## config.mk

```make
export PLATFORM = sky130hd
export DESIGN_NAME = judge_ctrl_multi
export DESIGN_NICKNAME = d
export VERILOG_FILES = /design/src/rtl/judge_pkg.sv /design/src/rtl/judge_track_fsm.sv /design/src/rtl/judge_ctrl_multi.sv
export SDC_FILE = /design/constraint.sdc
export NUM_CORES = 1
export LEC_CHECK = 0
export ABC_CLOCK_PERIOD_IN_PS = 3450
export BUFFER_PORTS_ARGS = -buffer_cell sky130_fd_sc_hd__buf_2
export CORE_UTILIZATION = 53
export CTS_BUF_LIST = sky130_fd_sc_hd__clkbuf_8
export DETAILED_ROUTE_END_ITERATION = 10
export PLACE_DENSITY = 0.87
export RECOVER_POWER = 50
export SLEW_MARGIN = 25
export SYNTH_ARGS = -nofsm -noshare
export SYNTH_HDL_FRONTEND = slang
export SYNTH_SLANG_ARGS = --single-unit
```

## constraint.sdc

```tcl
create_clock -name clk -period 3.45 [get_ports clk]
set_input_delay 0.345 -clock clk [delete_from_list [all_inputs] [get_ports clk]]
set_output_delay 0.345 -clock clk [all_outputs]
set_load 0.1 [all_outputs]
```

## src/rtl/judge_pkg.sv

```systemverilog
// Shared types for the rhythm-game judgement controller: grade encodings,
// per-track FSM states and the note-age counter width.
package judge_pkg;

  localparam logic [1:0] GR_NONE    = 2'b00;
  localparam logic [1:0] GR_MISS    = 2'b01;
  localparam logic [1:0] GR_GOOD    = 2'b10;
  localparam logic [1:0] GR_PERFECT = 2'b11;

  localparam int unsigned AGE_W = 8;

  typedef logic [1:0] grade_t;

  typedef enum logic {
    StIdle,
    StPending
  } trk_state_e;

  // Good and Perfect both have the upper bit set.
  function automatic logic is_hit(grade_t g);
    return g[1];
  endfunction

endpackage

```

## src/rtl/judge_track_fsm.sv

```systemverilog
// One note track: button edge detect, note-age counter and a registered grade
// that is valid for exactly one cycle after the deciding press/tick/note edge.
module judge_track_fsm
  import judge_pkg::*;
#(
  parameter int unsigned PerfectMs = 30,
  parameter int unsigned GoodMs    = 80
) (
  input  logic   clk,
  input  logic   rst,
  input  logic   tick_i,
  input  logic   btn_i,
  input  logic   note_ctr_i,
  output grade_t grade_o
);

  trk_state_e       state_q;
  logic [AGE_W-1:0] age_q;
  logic             prev_q;
  grade_t           grade_q;
  logic             press;

  assign press   = btn_i & ~prev_q;
  assign grade_o = grade_q;

  always_ff @(posedge clk) begin
    if (rst) begin
      state_q <= StIdle;
      age_q   <= '0;
      prev_q  <= 1'b0;
      grade_q <= GR_NONE;
    end else begin
      prev_q  <= btn_i;
      grade_q <= GR_NONE;
      case (state_q)
        StIdle: begin
          if (note_ctr_i) begin
            state_q <= StPending;
            age_q   <= '0;
          end
        end
        StPending: begin
          // Press beats both a new note and a timeout in the same cycle.
          if (press) begin
            grade_q <= (age_q <= AGE_W'(PerfectMs)) ? GR_PERFECT : GR_GOOD;
            if (note_ctr_i) age_q   <= '0;
            else            state_q <= StIdle;
          end else if (note_ctr_i) begin
            grade_q <= GR_MISS;
            age_q   <= '0;
          end else if (tick_i) begin
            if (age_q == AGE_W'(GoodMs)) begin
              grade_q <= GR_MISS;
              state_q <= StIdle;
            end else if (age_q != '1) begin
              age_q <= age_q + AGE_W'(1);
            end
          end
        end
        default: state_q <= StIdle;
      endcase
    end
  end

endmodule

```

## src/rtl/judge_ctrl_multi.sv

```systemverilog
// Multi-track judgement controller: per-track FSMs feed a lowest-index
// arbiter, combo counter, judgement hold timer and piezo sound timer.
module judge_ctrl_multi
  import judge_pkg::*;
#(
  parameter int unsigned N_TRACKS   = 4,
  parameter int unsigned PITCH_W    = 32,
  parameter int unsigned PERFECT_MS = 30,
  parameter int unsigned GOOD_MS    = 80,
  parameter int unsigned SOUND_MS   = 100,
  parameter int unsigned HOLD_MS    = 200,
  parameter int unsigned COMBO_W    = 10
) (
  input  logic                          clk,
  input  logic                          rst,
  input  logic                          i_tick,
  input  logic [N_TRACKS-1:0]           i_btn,
  input  logic [N_TRACKS-1:0]           i_note_ctr,
  input  logic [N_TRACKS*PITCH_W-1:0]   i_pitch,
  output logic [1:0]                    o_judge,
  output logic [2:0]                    o_judge_trk,
  output logic                          o_judge_vld,
  output logic                          o_play_en,
  output logic [PITCH_W-1:0]            o_cnt_limit,
  output logic [COMBO_W-1:0]            o_combo
);

  localparam int unsigned HoldW  = $clog2(HOLD_MS + 1);
  localparam int unsigned SoundW = $clog2(SOUND_MS + 1);
  localparam int unsigned SumW   = COMBO_W + 4;
  localparam logic [COMBO_W-1:0] ComboMax = '1;

  grade_t grades [N_TRACKS];

  for (genvar k = 0; k < N_TRACKS; k++) begin : g_trk
    judge_track_fsm #(
      .PerfectMs(PERFECT_MS),
      .GoodMs   (GOOD_MS)
    ) u_trk (
      .clk       (clk),
      .rst       (rst),
      .tick_i    (i_tick),
      .btn_i     (i_btn[k]),
      .note_ctr_i(i_note_ctr[k]),
      .grade_o   (grades[k])
    );
  end

  logic               any_grade, any_hit, any_miss;
  logic [2:0]         disp_sel;
  grade_t             disp_grade;
  logic [PITCH_W-1:0] hit_pitch;
  logic [3:0]         pop;
  logic [SumW-1:0]    combo_sum;
  logic [COMBO_W-1:0] combo_next;
  logic [HoldW-1:0]   hold_q;
  logic [SoundW-1:0]  sound_q;

  // Scan high-to-low so the last assignment is the lowest-index track.
  always_comb begin
    any_grade  = 1'b0;
    any_hit    = 1'b0;
    any_miss   = 1'b0;
    disp_sel   = '0;
    disp_grade = GR_NONE;
    hit_pitch  = '0;
    pop        = '0;
    for (int k = N_TRACKS - 1; k >= 0; k--) begin
      if (grades[k] != GR_NONE) begin
        any_grade  = 1'b1;
        disp_sel   = 3'(k);
        disp_grade = grades[k];
      end
      if (is_hit(grades[k])) begin
        any_hit   = 1'b1;
        hit_pitch = i_pitch[k*PITCH_W +: PITCH_W];
        pop       = pop + 4'd1;
      end
      if (grades[k] == GR_MISS) any_miss = 1'b1;
    end
    combo_sum  = SumW'(o_combo) + SumW'(pop);
    combo_next = (combo_sum > SumW'(ComboMax)) ? ComboMax : combo_sum[COMBO_W-1:0];
  end

  always_ff @(posedge clk) begin
    if (rst) begin
      o_judge     <= GR_NONE;
      o_judge_trk <= '0;
      o_judge_vld <= 1'b0;
      o_play_en   <= 1'b0;
      o_cnt_limit <= '0;
      o_combo     <= '0;
      hold_q      <= '0;
      sound_q     <= '0;
    end else begin
      o_judge_vld <= 1'b0;
      if (any_grade) begin
        o_judge     <= disp_grade;
        o_judge_trk <= disp_sel;
        o_judge_vld <= 1'b1;
        hold_q      <= HoldW'(HOLD_MS);
      end else if (i_tick && hold_q != '0) begin
        hold_q <= hold_q - HoldW'(1);
        if (hold_q == HoldW'(1)) o_judge <= GR_NONE;
      end

      if (any_miss)     o_combo <= '0;
      else if (any_hit) o_combo <= combo_next;

      if (any_hit) begin
        o_play_en   <= 1'b1;
        o_cnt_limit <= hit_pitch;
        sound_q     <= SoundW'(SOUND_MS);
      end else if (i_tick) begin
        if (sound_q == '0) o_play_en <= 1'b0;
        else               sound_q   <= sound_q - SoundW'(1);
      end
    end
  end

endmodule

```

==> After elaboration in Yosys (flattened, before gate mapping) <==
Index checks and enable logic that the tools add are counted.
{ "totals": {"ff_bits": 112, "wordCells": 219} }
{ "op_classes": {"n_addsub": 10, "magnitude_cmp": 5, "eq_ne": 26, "mux": 113, "bitwise": 13, "reduce_logical": 26} }
{ "op_table": {"columns": ["operator", "count"], "rows": [
  ["2-to-1 mux 8 bit", 26],
  ["2-to-1 mux 32 bit", 4],
  ["one-hot mux 8 bit (2 select lines)", 4],
  ["inequality test 4 bit (second input constant)", 12],
  ["2-to-1 mux 1 bit", 45],
  ["2-to-1 mux 2 bit", 20],
  ["adder 8 x 1 -> 8 bit (second input constant)", 4],
  ["equality test 8 x 7 -> 1 bit (second input constant)", 4],
  ["<= comparator 8 x 5 -> 1 bit (second input constant)", 4],
  ["inequality test 8 bit (second input constant)", 4],
  ["2-to-1 mux 7 bit", 3],
  ["nonzero test 2 bit", 8],
  ["OR reduction 2 bit", 7],
  ["adder 4 x 1 -> 4 bit (second input constant)", 3],
  ["2-to-1 mux 4 bit", 3],
  ["AND reduction 3 bit", 4],
  ["adder 10 x 4 -> 11 bit", 1],
  ["greater-than comparator 11 x 10 -> 1 bit (second input constant)", 1],
  ["2-to-1 mux 10 bit", 1],
  ["2-to-1 mux 3 bit", 3],
  ["NOT 1 bit", 9],
  ["equality test 2 x 1 -> 1 bit (second input constant)", 4],
  ["equality test 8 x 1 -> 1 bit (second input constant)", 1],
  ["one-hot mux 1 bit (2 select lines)", 4],
  ["other kinds (8)", 14]
]} }

==> Longest topological paths before layout <==
Gate-level depths: netlist of the first run.
{ "logic_depth": {"depth_word": 10, "ltp_mapped": 13, "depth_no_buf": 12} }

==> Modules after synthesis <==
Synthesis of the first run repeated with hierarchy kept, for this count alone.
{ "hier_totals": {"hier_cells": 799, "hier_area_um2": 6708.9} }
{ "modules_own_cells": {"columns": ["module", "instances", "cells_each", "area_each_um2", "seq_area_each_um2"], "rows": [
  ["judge_ctrl_multi", 1, 475, 3776.1, 1261.2],
  ["judge_track_fsm", 4, 81, 733.2, 240.2]
]} }

==> Worst setup path before layout of the first run <==
No wires, ideal clock.
{ "synth_path": {"kind": "reg2reg", "start": "register g_trk[1].u_trk.grade_q[1]", "end": "register o_combo[9]", "setup_time_ns": 0.091, "arrival_ns": 2.833, "setup_slack_ns": 0.526, "path_stages_with_launch": 14, "n_path_buf": 3, "synth_period_minus_slack_ns": 2.924, "path_cell_list": "dfxtp_1 > buf_2 > clkbuf_1 > clkbuf_1 > mux2i_1 > ha_1 > nand2_1 > o21ai_0 > ha_1 > a211oi_1 > o21bai_1 > and3_1 > a31oi_1 > a311oi_1"} }
{ "synth_via": {"elab_chain_len": 6, "word_cells_on_any_way": 12} }
{ "synth_rtl": {"columns": ["item", "line", "source"], "rows": [
  ["start, declared", "judge_track_fsm.sv:20", "grade_t grade_q;"],
  ["start signal, assigned", "judge_track_fsm.sv:45", "grade_q <= (age_q <= AGE_W'(PerfectMs)) ? GR_PERFECT : GR_GOOD;"],
  ["2-to-1 mux 4 bit", "judge_ctrl_multi.sv:74", "if (is_hit(grades[k])) begin"],
  ["adder 4 x 1 -> 4 bit", "judge_ctrl_multi.sv:77", "pop = pop + 4'd1;"],
  ["2-to-1 mux 4 bit", "judge_ctrl_multi.sv:74", null],
  ["adder 10 x 4 -> 11 bit", "judge_ctrl_multi.sv:81", "combo_sum = SumW'(o_combo) + SumW'(pop);"],
  ["greater-than comparator 11 x 10 -> 1 bit", "judge_ctrl_multi.sv:82", "combo_next = (combo_sum > SumW'(ComboMax)) ? ComboMax : combo_sum[COMBO_W-1:0];"],
  ["2-to-1 mux 10 bit", "judge_ctrl_multi.sv:82", null],
  ["end signal, assigned", "judge_ctrl_multi.sv:108", "else if (any_hit) o_combo <= combo_next;"],
  ["end, declared", "judge_ctrl_multi.sv:25", "output logic [COMBO_W-1:0] o_combo"]
]} }
Several ways; a longest one is shown, not always the timed one.
A chain may end at the register's enable or synchronous reset.

==> Worst setup path after layout of the first run <==
{ "layout_path": {"start": "register g_trk[3].u_trk.grade_q[1]", "end": "register o_combo[2]"} }
{ "layout_via": {"elab_chain_len": 10, "word_cells_on_any_way": 20} }
{ "layout_rtl": {"columns": ["item", "line"], "rows": [
  ["start, declared", "judge_track_fsm.sv:20"],
  ["start signal, assigned", "judge_track_fsm.sv:45"],
  ["2-to-1 mux 1 bit", "judge_ctrl_multi.sv:74"],
  ["adder 4 x 1 -> 4 bit", "judge_ctrl_multi.sv:77"],
  ["2-to-1 mux 4 bit", "judge_ctrl_multi.sv:74"],
  ["adder 4 x 1 -> 4 bit", "judge_ctrl_multi.sv:77"],
  ["2-to-1 mux 4 bit", "judge_ctrl_multi.sv:74"],
  ["adder 4 x 1 -> 4 bit", "judge_ctrl_multi.sv:77"],
  ["2-to-1 mux 4 bit", "judge_ctrl_multi.sv:74"],
  ["adder 10 x 4 -> 11 bit", "judge_ctrl_multi.sv:81"],
  ["greater-than comparator 11 x 10 -> 1 bit", "judge_ctrl_multi.sv:82"],
  ["2-to-1 mux 10 bit", "judge_ctrl_multi.sv:82"]
]} }
Several ways; a longest one is shown, not always the timed one.

==> metrics.md, run 1 <==
| Metric | Value |
|---|---|
| Status | complete, but fails checks |
| Violations in the final reports | max-capacitance violations, max-slew violations |
| Cells resized by post-CTS repair | 0 |
| Met2 track demand over resource | between 40% and 50% |
| Initial antenna violation count | 7 |
| Number of synthesized flops with an enable pin | 0 |
| Number of warnings printed during yosys synthesis | 0 |
| Worst path arrival time | ~3.2 ns |
| Clock-pin slew of the registers on the worst-case setup and hold paths | around 0.12 ns |
| Die Outline Area | 0.0119 sq mm |
| Measured slew at the worst slew-check pin | approximately 1.9 ns |
| Basic-gate share of the synthesized area counting and, or, nand and nor cells | around 29% |
| Register-to-register setup slack | ~0.53 ns |
| Setup TNS | 0 ns |
| Number of cells traversed by the worst register-to-register path | 12 |
| Share of post-route cells with drive strength above 1 | 19.4% |
| DRC | 0 |
| Startpoint of the worst setup timing path | g_trk[3].u_trk.grade_o[1] |
| Sink count of the clock tree | 111 |
| Area delta synth->final | 18.8% |
| Synth Area in Compound Gates | roughly 17% |
| Top FF cell, synth | dfxtp_1 |
| Tmin final | around 3 ns |
| Final estimated routing congestion in global placement | between 0.9 and 1 |
| Worst clock skew on the final layout | approximately 0.021 ns |
| Global-route track usage on met1 | between 30% and 40% |
| Endpoint of the most critical register-to-register path | o_combo[2] |
| Routed Antenna Nets | 0 |
| Top-Level Pins | roughly 190 |
| Library cell appearing most often on the critical path | ha_1 |
| Xor/xnor share of the synthesized area | 5.63% |
| Clock buffer count from CTS | 9 |
| Post-CTS setup repair buffer count | 0 |
| Fraction of power consumed by the clock network | about a quarter |
| Power density relative to cell area | roughly 460 mW/mm^2 |
| Leakage power | around 2.8 nW |
| Root buffer cell | clkbuf_8 |
| Category of cells accounting for the largest share of critical-path delay | adder cells |
| Yosys reg bits | 111 |
| Core outline area | between 0.01 and 0.015 sq mm |
| Number of violations of the max-capacitance limit | 1 |
| Leading post-synthesis cells by cell area | dfxtp_1 (37%), nor2_1 (6.7%), nor3_1 (5.9%) |
| Row count | 38 |
| Wire length per cell after detailed routing | roughly 16 microns |
| Global-route wire length before repair | about 26000 microns |
| RSZ-0062 raised after global routing | false |
| Cell with the largest stage delay on the worst path | dfxtp_1 |
| Count of input and output buffers | about 190 |
| Combinational group share of total power | just over 30% |
| Largest fanout on the critical path | 7 |
| Die X | between 100 and 150 microns |
| Mapped Avg Cell Area | 8.14 sq um |
| Switching power | 1.25 mW |
| Die span in y | about 110 microns |
| Worst min-delay path category | in2reg |
| Worst vdd ir | 0.000373 V |
| Number of violations reported at the end of detailed-routing iteration 0 | 534 |
| Launch instance of the worst register-to-register path | g_trk[3].u_trk.grade_o[1] |
| Headroom to the max-slew limit | -25.8% |
| Nets | between 1000 and 1500 |
| Count of cell types in the netlist | 58 |
| Aggregate global routing overflow | 0 |
| Post-route non-filler standard cell count | between 1000 and 1500 |
| Largest family of logic cells by synthesized area | simple AND/OR/NAND/NOR gates |
| Area share of the largest cell type after synthesis | between 30% and 40% |
| Total detailed-routing wirelength | between 15000 and 20000 microns |
| Global Route Usage Sum | approximately 27% |
| Proportion of power drawn by flip-flops and latches | about 45% |
| Worst Hold Depth | 3 |
| Pin count of the biggest net entering global routing | 73 |
| WP data required | around 3.8 ns |
| Insertion delay of the later-clocked pin in the worst-skew pair | 0.38 ns |
| Slowest cell delay on critical path | ~0.44 ns |
| Switching power as a share of total power | between 30% and 40% |
| Min-delay src | i_pitch[19] |
| TritonCTS clock tree | built |
| Via count of the first global-routing pass | between 5000 and 6000 |
| Endpoint type of the worst setup path | flop |
| Number of buffer and inverter instances along the worst setup path | 1 |
| Multiplexer fraction of the synthesized cell area | between 1.5 and 2% |
| Detail Placement HPWL | 12200 microns |
| Power Internal | slightly above 2 mW |
| First-pass detailed-route iteration total | 5 |
| Ratio of routed vias to standard cells | ~5.8 |
| Area of the mapped netlist | 0.00607 sq mm |
| Count of vias placed by the detailed router | between 6000 and 7000 |
| Max Freq | ~0.34 GHz |
| Initial core utilization | 55.3% |
| WP depth | 12 |
| Cell taking the most area after synthesis | dfxtp_1 |
| Number of cells produced by synthesis | 746 |
| Quantity of hold-fixing buffers added after cts | 0 |
| CTS H-tree depth | 3 |
| Asr flop ratio synth | 0% |
| Number of max-slew violations in the final report | 42 |
| Maximum clock insertion buffer count | 2 |
| Met3 routing resource usage after global routing | around 7.2% |
| CP startpoint kind | flop |
| Sequential-to-total area share from yosys stat | approximately 37% |
| Crit-path cells | inv_1, ha_1, xor2_1, ha_1, nand2_1, xor2_1, ha_1, nand3_1, and2_1, o21ai_0, nor2_1, nor3_1 |
| Number of placed cells counting well taps | about 1000 |
| GRT Max-Usage Layer | met2 |
| Adder-cell share of the synthesized area | 5.48% |
| Endpoints failing hold | 0 |
| Category of the critical setup timing path | reg2reg |
| Endpoint of the worst hold path | o_cnt_limit[19] |
| Ratio of final minimum period to clock period | approximately 85% |
| Layout fillers | about 1000 |
| Total of endpoints with negative setup slack in the final report | 0 |
[placed cells by master, fill, tap and decap left out, drive strengths merged, types with 3 or more instances in the layout]
cell type	count
ha	25
nor2b	32
a31oi	3
o211ai	5
xnor2	27
buf	145
o21ai	6
dfxtp	111
nand2	26
and3	11
nand3	24
a22oi	9
o21bai	3
xor2	12
or3	12
clkbuf	60
nand2b	8
a21oi	26
diode	6
a211oi	40
nor4	19
nor3	76
a221oi	26
or4b	4
nor2	109
inv	33
or2	6
a2111oi	9
mux2i	8
nor4b	3
[power by group through the flow]
stage | logic (mW) | clock network (mW) | registers (mW)
3_5_place_dp | 1.01 | 0 | 1.50
4_1_cts | 1.02 | 0.837 | 1.47
3_3_place_gp | 1.00 | 0 | 1.50
5_1_grt | 1.09 | 0.888 | 1.49
6_report | 1.01 | 0.820 | 1.48
2_1_floorplan | 0.460 | 0 | 1.82
[stage by stage]
| stage | setup WS (ns) | hold slack (ns) | power [mW] | cell area, sq um | util [%] |
|---|---|---|---|---|---|
| floorplan | 0.526 | 0.457 | 2.28 | 6070 | - |
| global placement | 0.647 | 0.461 | 2.50 | 7070 | 64.3 |
| detailed placement | 0.566 | 0.466 | 2.51 | 7070 | 64.3 |
| CTS | 0.530 | 0.194 | 3.33 | 7270 | 66.2 |
| global route | 0.259 | 0.207 | 3.47 | 7210 | 65.7 |
| finish | 0.527 | 0.199 | 3.31 | 7210 | 65.7 |
[registers in the layout, indices dropped and copies added (netlist names)]
register,count
o_cnt_limit,32
hold_q,8
g_trk.u_trk.prev_q,4
o_judge_vld,1
g_trk.u_trk.grade_o,8
sound_q,7
g_trk.u_trk.state_q,4
o_combo,10
o_judge,2
o_judge_trk,2
o_play_en,1
g_trk.u_trk.age_q,32
[cell usage after synthesis (2+ instances only)]
cell type / instances
nor4b_1: 3
a21o_1: 2
and3_1: 11
nor4_1: 17
nor3_2: 3
and4_1: 2
o21ai_0: 5
o31ai_1: 2
mux2i_1: 8
a311oi_1: 2
a221oi_1: 26
or2_2: 5
nor2b_1: 32
nand2b_1: 8
xor2_1: 12
nor3b_1: 2
dfxtp_1: 111
nor3_1: 72
buf_2: 3
a31oi_1: 3
o211ai_1: 5
and2_1: 2
nor4_2: 2
a2111oi_0: 9
o21bai_1: 3
or3_1: 11
clkbuf_1: 39
xnor2_1: 27
or4b_1: 4
inv_1: 30
a22oi_1: 9
a21oi_1: 26
nand3_1: 24
a211oi_1: 40
buf_1: 6
ha_1: 25
nor2_1: 109
nand2_1: 26
[routing by layer]
layer,wire [microns],share of wire (%),up-vias
met5,13,0.077,-
met4,578,3.4,2
met3,1360,8.1,40
met2,8040,48,216
met1,6840,41,2855
li1,-,-,3006
[how the worst max path moves through the flow]
| stage | slack [ns] | endpoint |
|---|---|---|
| 4_1_cts | 0.53 | o_combo[7] |
| 3_5_place_dp | 0.57 | o_combo[7] |
| 3_3_place_gp | 0.65 | o_combo[3] |
| 2_1_floorplan | 0.53 | o_combo[9] |
| 5_1_grt | 0.26 | o_combo[3] |
| 6_report | 0.53 | o_combo[2] |
[cell type report]
type / count / area [sq um] / share of cell area (%)
Timing Repair Buffer: 195 / 933 / 12.9
Multi-Input combinational cell: 557 / 3550 / 49.2
Antenna cell: 6 / 15.0 / 0.208
Inverter: 30 / 113 / 1.56
Tap cell: 140 / 175 / 2.43
Sequential cell: 111 / 2220 / 30.8
Clock buffer: 10 / 138 / 1.91
Clock inverter: 6 / 68.8 / 0.954
[kinds of logic after synthesis]
family,count (synthesis)
AND/OR/NAND/NOR,342
buffers and inverters,79
flip-flops,111
adder cells (fa/ha/maj),26
multiplexers,9
other,1
AO/OA/AOI/OAI,139
XOR/XNOR,39
[worst register-to-register path, cell delays in order (launching register included)]
cell	delay [ns]
dfxtp_1	0.44
inv_1	0.11
ha_1	0.33
xor2_1	0.24
ha_1	0.18
nand2_1	0.06
xor2_1	0.19
ha_1	0.36
nand3_1	0.12
and2_1	0.16
o21ai_0	0.40
nor2_1	0.10
nor3_1	0.17
(Power assumes the default switching activity.)
==> inputs of run 2 (changes only) <==
--- a/config.mk
+++ b/config.mk
@@ -5,7 +5,7 @@
 export SDC_FILE = /design/constraint.sdc
 export NUM_CORES = 1
 export LEC_CHECK = 0
-export ABC_CLOCK_PERIOD_IN_PS = 3450
+export ABC_CLOCK_PERIOD_IN_PS = 3000
 export BUFFER_PORTS_ARGS = -buffer_cell sky130_fd_sc_hd__buf_2
 export CORE_UTILIZATION = 53
 export CTS_BUF_LIST = sky130_fd_sc_hd__clkbuf_8
==> constraint.sdc (replaced) <==
create_clock -name clk -period 3 [get_ports clk]
set_input_delay 0.3 -clock clk [delete_from_list [all_inputs] [get_ports clk]]
set_output_delay 0.3 -clock clk [all_outputs]
set_load 0.1 [all_outputs]
==> metrics.md, run 2 (synthesis gave the netlist of run 1 again) <==
| Metric | Value |
|---|---|
| Proportion of power drawn by flip-flops and latches | 44.0% |
| Combinational group share of total power | a little under a third |
| Most common library cell in the layout ignoring fill and taps | buf_2 |
| Clock-pin slew of the registers on the worst-case setup and hold paths | 0.10 ns |
| Final design instance area without fill | approximately 0.0073 sq mm |
| Row count | 38 |
| WP data required | between 3 and 4 ns |
| Area delta synth->final | 19.5% |
| Setup TNS | 0 ns |
| Total of endpoints with negative setup slack in the final report | 0 |
| Core outline area | between 0.01 and 0.015 sq mm |
| Via count of the first global-routing pass | approximately 5500 |
| Layout fillers | 960 |
| Measured slew at the worst slew-check pin | 1.57 ns |
| Quantity of hold-fixing buffers added after cts | 0 |
| Worst vdd ir | approximately 0.00055 V |
| Category of the critical setup timing path | reg2reg |
| First-pass detailed-route iteration total | 5 |
| Number of violations reported at the end of detailed-routing iteration 0 | 567 |
| Count of vias placed by the detailed router | 6099 |
| Storage cell area | 0.00222 sq mm |
| Cell with the largest stage delay on the worst path | dfxtp_1 |
| Global-route wire length before repair | roughly 25000 microns |
| Endpoint type of the worst setup path | flop |
| Post-layout util | 66.1% |
| Share of post-route cells with drive strength above 1 | 19.8% |
| DRC | 0 |
| Number of violations of the max-capacitance limit | 1 |
| Aggregate global routing overflow | 0 |
| Slowest cell delay on critical path | about 0.36 ns |
| Power Internal | 2.44 mW |
| Count of input and output buffers | around 190 |
| Worst path arrival time | ~3.1 ns |
| Endpoints failing hold | 0 |
| Worst min-delay path category | in2reg |
| Total detailed-routing wirelength | ~17000 microns |
| Violations in the final reports | max-capacitance violations, max-slew violations |
| Sink count of the clock tree | 111 |
| Root buffer cell | clkbuf_8 |
| Ratio of routed vias to standard cells | around 5.8 |
| Biggest regs | g_trk.u_trk.age_q (32), o_cnt_limit (32), o_combo (10) |
| RSZ-0062 raised after global routing | false |
| Headroom to the max-slew limit | -4.44% |
| Status | complete, but fails checks |
| Nets | approximately 1100 |
| Pin count of the biggest net entering global routing | 67 |
| Die X | ~110 microns |
| Die Outline Area | about 0.012 sq mm |
| CP startpoint kind | flop |
| Total power | ~3.9 mW |
| CTS H-tree depth | 3 |
| Leakage power | approximately 2.9 nW |
| Final estimated routing congestion in global placement | a little over 0.9 |
| Global Route Usage Sum | a little over a quarter |
| Maximum clock insertion buffer count | 2 |
| Wire length per cell after detailed routing | approximately 16 microns |
| Post-CTS setup repair buffer count | 0 |
| Tmin final | roughly 2.8 ns |
| Max Freq | between 0.3 and 0.4 GHz |
| TritonCTS clock tree | built |
| Initial core utilization | 55.3% |
| Number of max-slew violations in the final report | 35 |
| Post-Route Hold Slack | about 0.15 ns |
| Ratio of final minimum period to clock period | a little over nine tenths |
| Fraction of power consumed by the clock network | approximately 26% |
| Top-Level Pins | 188 |
| Power density relative to cell area | ~530 mW/mm^2 |
| Library cell appearing most often on the critical path | ha_1 |
| Worst clock skew on the final layout | between 0.01 and 0.015 ns |
| Post-detailed-placement cell area | just over 0.007 sq mm |
| Initial antenna violation count | 6 |
| Routed Antenna Nets | 0 |
| Most used cells in the layout excluding fill and tap cells | buf_2 (137), nor2_1 (109), dfxtp_1 (109), nor3_1 (75), clkbuf_1 (50) |
| Insertion delay of the later-clocked pin in the worst-skew pair | between 0.3 and 0.4 ns |
| Multi-input gate area in the final layout | 0.00354 sq mm |
| Clock buffer count from CTS | 9 |
| Largest fanout on the critical path | 3 |
| Switching power | 1.41 mW |
| Die span in y | around 110 microns |
| Switching power as a share of total power | around 37% |
| Detail Placement HPWL | about 12000 microns |
| Crit-path cells | inv_1, ha_1, xor2_1, ha_1, nand2_1, o21ai_0, ha_1, a211oi_1, o21bai_1, and3_1, a31oi_1, a311oi_1 |
run 2: cell types whose count changed in the layout (fill, tap and decap cells not counted), moves of 2 or more:
cell,previous run,this run
or2_0,2,0
or2_2,3,5
buf_4,8,11
inv_6,2,0
run 2: per-layer routing:
| metal | global-route usage, % | routed length [microns] | up-vias | part of all wire [%] |
|---|---|---|---|---|
| met1 | 29.8 | 6740 | 2816 | 41 |
| li1 | - | - | 3020 | - |
| met5 | 0 | 0 | - | 0 |
| met2 | 47.2 | 7990 | 232 | 48 |
| met3 | 8.61 | 1340 | 31 | 8.1 |
| met4 | 14.9 | 454 | 0 | 2.7 |
run 2: path summary, 6_finish.rpt:
check / slack [ns] / cells past startpoint / start / to
max: 0.17 / 12 / g_trk[2].u_trk.grade_o[1] / o_combo[9]
min: 0.15 / 2 / i_btn[0] / g_trk[0].u_trk.prev_q
max reg2reg: 0.17 / 12 / g_trk[2].u_trk.grade_o[1] / o_combo[9]
min reg2reg: 0.48 / 2 / o_play_en / o_play_en
run 2: layout make-up:
type,instances,share of cell area [%]
Clock inverter,6,1.17
Inverter,30,1.55
Timing Repair Buffer,199,13.2
Multi-Input combinational cell,557,48.8
Antenna cell,7,0.241
Sequential cell,111,30.7
Tap cell,140,2.41
Clock buffer,10,1.90
run 2: stage by stage:
stage                     worst slack (ns)  std cells
final                                0.170       1060
after detailed placement             0.229       1037
after CTS                            0.191       1053
after global placement               0.324       1037
after floorplan                     0.0757        747
after global routing                0.0210       1059
run 2: power groups by stage:
stage               registers (mW)  clock network [mW]  logic, mW
floorplan                     2.09                   0      0.529
global placement              1.72                   0       1.16
detailed placement            1.73                   0       1.17
CTS                           1.69                1.03       1.18
global route                  1.71                1.08       1.26
finish                        1.70               0.993       1.16
run 2: worst max-delay path: cells and delay by family, from the launching register on:
family | cells | cell delay (ns)
adders and majority gates | 3 | 0.96
DFF | 1 | 0.36
buffers and inverters | 1 | 0.09
xor gates and xnor gates | 1 | 0.24
AOI/OAI and AO/OA | 5 | 0.76
and+or+nand+nor | 2 | 0.29
run 2: timing repair:
item,CTS,global route
hold endpoints to repair,0,0
setup endpoints to repair,0,5
resized for setup,0,2
==> inputs of run 3 (changes only) <==
--- a/config.mk
+++ b/config.mk
@@ -7,12 +7,14 @@
 export LEC_CHECK = 0
 export ABC_CLOCK_PERIOD_IN_PS = 3000
 export BUFFER_PORTS_ARGS = -buffer_cell sky130_fd_sc_hd__buf_2
-export CORE_UTILIZATION = 53
+export CORE_UTILIZATION = 55
 export CTS_BUF_LIST = sky130_fd_sc_hd__clkbuf_8
 export DETAILED_ROUTE_END_ITERATION = 10
-export PLACE_DENSITY = 0.87
+export PLACE_DENSITY = 0.89
 export RECOVER_POWER = 50
+export SETUP_SLACK_MARGIN = 0.3
 export SLEW_MARGIN = 25
 export SYNTH_ARGS = -nofsm -noshare
 export SYNTH_HDL_FRONTEND = slang
+export SYNTH_HIERARCHICAL = 1
 export SYNTH_SLANG_ARGS = --single-unit
==> metrics.md, run 3 <==
| Metric | Value |
|---|---|
| Status | complete, but fails checks |
| Violations in the final reports | max-capacitance violations, max-slew violations |
| Number of violations of the max-capacitance limit | 1 |
| Headroom to the max-slew limit | -46.6% |
| Worst vdd ir | between 0.0004 and 0.0005 V |
| Leakage power | approximately 3 nW |
| Mapped Avg Cell Area | 8.40 sq um |
| Setup TNS | 0 ns |
| Most used cells in the layout excluding fill and tap cells | buf_2 (137), dfxtp_1 (108), a21oi_1 (67), inv_1 (58), nor2_1 (54) |
| Number of cells produced by synthesis | 799 |
| Global-route track usage on met1 | 38.8% |
| Combinational group share of total power | 31.7% |
| Ratio of final minimum period to clock period | between 80% and 90% |
| Number of buffer and inverter instances along the worst setup path | 1 |
| Power density relative to cell area | approximately 460 mW/mm^2 |
| DRC | 0 |
| Number of warnings printed during yosys synthesis | 6 |
| Number of synthesized flops with an enable pin | 0 |
| Pre-CTS worst setup slack | around 0.23 ns |
| Met2 track demand over resource | about 47% |
| Area of the mapped netlist | roughly 0.0067 sq mm |
| WP data required | 3.30 ns |
| Via count of the first global-routing pass | about 6100 |
| Measured slew at the worst slew-check pin | 2.20 ns |
| Maximum clock insertion buffer count | 2 |
| CP startpoint kind | flop |
| Post-route non-filler standard cell count | ~1100 |
| Die X | roughly 110 microns |
| Pin count of the biggest net entering global routing | 61 |
| GRT Max-Usage Layer | met2 |
| Sequential-to-total area share from yosys stat | 33.1% |
| Asr flop ratio synth | 0% |
| Worst path arrival time | 2.91 ns |
| Endpoint type of the worst setup path | flop |
| Endpoints failing hold | 0 |
| Global-route wire length before repair | 29800 microns |
| Cell taking the most area after synthesis | dfxtp_1 |
| Top-Level Pins | about 190 |
| Row count | 39 |
| Fraction of power consumed by the clock network | a little under a quarter |
| Number of placed cells counting well taps | between 1000 and 1500 |
| Share of post-route cells with drive strength above 1 | a little over a fifth |
| Tmin final | approximately 2.6 ns |
| Leading post-synthesis cells by cell area | dfxtp_1 (33%), a21oi_1 (5.1%), a211oi_1 (5.0%) |
| Crit-path cells | inv_1, ha_4, xor2_2, ha_1, nand2_1, xor2_1, ha_1, o21a_1, a21oi_4, or3_1, a31oi_1 |
| Ratio of routed vias to standard cells | between 6 and 7 |
| Library cell appearing most often on the critical path | ha_1 |
| Category of cells accounting for the largest share of critical-path delay | adder cells |
| Total of endpoints with negative setup slack in the final report | 0 |
| Launch instance of the worst register-to-register path | g_trk[3].u_trk/grade_o[1] |
| Area delta synth->final | 18.8% |
| Post-detailed-placement cell area | between 0.007 and 0.008 sq mm |
| Die span in y | 112 microns |
| Slowest cell delay on critical path | between 0.3 and 0.4 ns |
| Worst clock skew on the final layout | 0.00917 ns |
| Total detailed-routing wirelength | about 19000 microns |
| Top FF cell, synth | dfxtp_1 |
| Clock buffer count from CTS | 9 |
| Most frequent cell after synthesis | dfxtp_1 |
| Worst Hold Depth | 2 |
| Core outline area | 0.0117 sq mm |
| Min-delay src | i_btn[1] |
| Detail Placement HPWL | between 10000 and 15000 microns |
| Quantity of hold-fixing buffers added after cts | 0 |
| Nets | approximately 1100 |
| Category of the critical setup timing path | reg2reg |
| Biggest regs | g_trk.u_trk/age_q (32), o_cnt_limit (32), o_combo (10) |
| Proportion of power drawn by flip-flops and latches | between 40% and 50% |
| Largest fanout on the critical path | 6 |
| Sink count of the clock tree | 111 |
| Global Route Usage Sum | between 20% and 30% |
| Yosys reg bits | approximately 110 |
| Number of violations reported at the end of detailed-routing iteration 0 | ~570 |
| Post-route setup slack | about 0.39 ns |
| Count of cell types in the netlist | slightly below 60 |
| Met3 routing resource usage after global routing | ~5.7% |
| Count of input and output buffers | roughly 190 |
| First-pass detailed-route iteration total | 6 |
| Power Internal | between 2 and 2.5 mW |
| Cell with the largest stage delay on the worst path | ha_1 |
| Worst min-delay path category | in2reg |
| Number of cells traversed by the worst register-to-register path | 11 |
| Final estimated routing congestion in global placement | ~0.9 |
| Endpoint of the worst hold path | g_trk[1].u_trk/prev_q |
| Register-to-register setup slack | slightly below 0.4 ns |
| Most common library cell in the layout ignoring fill and taps | buf_2 |
| Final design instance area without fill | ~0.0080 sq mm |
| Total power | 3.66 mW |
| Wire length per cell after detailed routing | approximately 17 microns |
| TritonCTS clock tree | built |
| Die Outline Area | about 0.013 sq mm |
| Root buffer cell | clkbuf_8 |
| Endpoint of the most critical register-to-register path | o_combo[7] |
| Area share of the largest cell type after synthesis | 33.1% |
| Initial antenna violation count | 1 |
| List of most frequent post-synthesis cells | dfxtp_1 (111), a21oi_1 (69), inv_1 (57) |
| RSZ-0062 raised after global routing | false |
| Max Freq | about 0.38 GHz |
| Number of max-slew violations in the final report | 56 |
| Initial core utilization | a little under three fifths |
| Clock-pin slew of the registers on the worst-case setup and hold paths | 0.10 ns |
| Switching power as a share of total power | between 30 and 40% |
| Aggregate global routing overflow | 0 |
| CTS H-tree depth | 3 |
| Switching power | roughly 1.4 mW |
| Count of vias placed by the detailed router | 6867 |
| Routed Antenna Nets | 0 |
| Insertion delay of the later-clocked pin in the worst-skew pair | around 0.37 ns |
==> run 3: worst max path at each step <==
stage / start / to / slack (ns) / cells past startpoint
global route: g_trk[3].u_trk/grade_o[1] / o_combo[5] / 0.29 / 11
finish: g_trk[3].u_trk/grade_o[1] / o_combo[7] / 0.39 / 11
CTS: g_trk[2].u_trk/grade_o[1] / o_combo[9] / 0.31 / 12
floorplan: g_trk[2].u_trk/grade_o[1] / o_combo[6] / 0.33 / 12
detailed placement: g_trk[2].u_trk/grade_o[1] / o_combo[6] / 0.23 / 12
global placement: g_trk[2].u_trk/grade_o[1] / o_combo[6] / 0.35 / 12
==> run 3: cells by family after synthesis <==
kind of cell    synth area share, %
mux                            2.39
xor+xnor                       1.57
flops                          33.1
fa+ha+maj                      5.15
compound gates                 32.4
buf+inv                        6.19
simple gates                   19.1
other cells                  0.0559
==> run 3: worst reg2reg max path, delay by kind of cell, from the launching register on <==
kind	cells	cell delay, ns
XOR/XNOR	2	0.36
buffers and inverters	1	0.10
AO/OA/AOI/OAI	3	0.46
flip-flops	1	0.35
adder cells (fa/ha/maj)	3	0.84
AND/OR/NAND/NOR	2	0.43
==> run 3: power by group through the flow <==
stage	Clock (mW)	Combinational, mW	Sequential [mW]
after floorplan	0	0.517	2.06
after global placement	0	1.14	1.70
after detailed placement	0	1.15	1.70
after CTS	0.843	1.16	1.67
after global routing	0.909	1.25	1.69
final	0.828	1.16	1.67
==> run 3: metal layers <==
layer / up-vias / routed length (microns)
met1: 3189 / 8360
met4: 0 / 367
met2: 276 / 8840
met5: - / 0
met3: 42 / 1310
li1: 3360 / -
==> run 3: area by class of cell <==
type	count	area, sq um
antenna	1	2.50
clock buffer	10	138
clock inverter	6	38.8
fill	956	3690
inverter	57	214
multi-input combinational	580	4140
sequential	111	2230
tap	143	179
timing repair buffer	203	1030
==> run 3: per-stage QoR <==
stage	utilization, %	hold slack [ns]
after CTS	68.1	0.146
after detailed placement	66.3	0.467
after global routing	68.3	0.147
after floorplan	-	0.372
after global placement	66.3	0.463
final	68.3	0.155
==> run 3: timing repair <==
action,CTS,global route
pin swaps,1,5
hold endpoints to repair,0,0
setup buffers,1,2
gates cloned,0,1
gates resized for setup,4,11
setup endpoints to repair,10,10
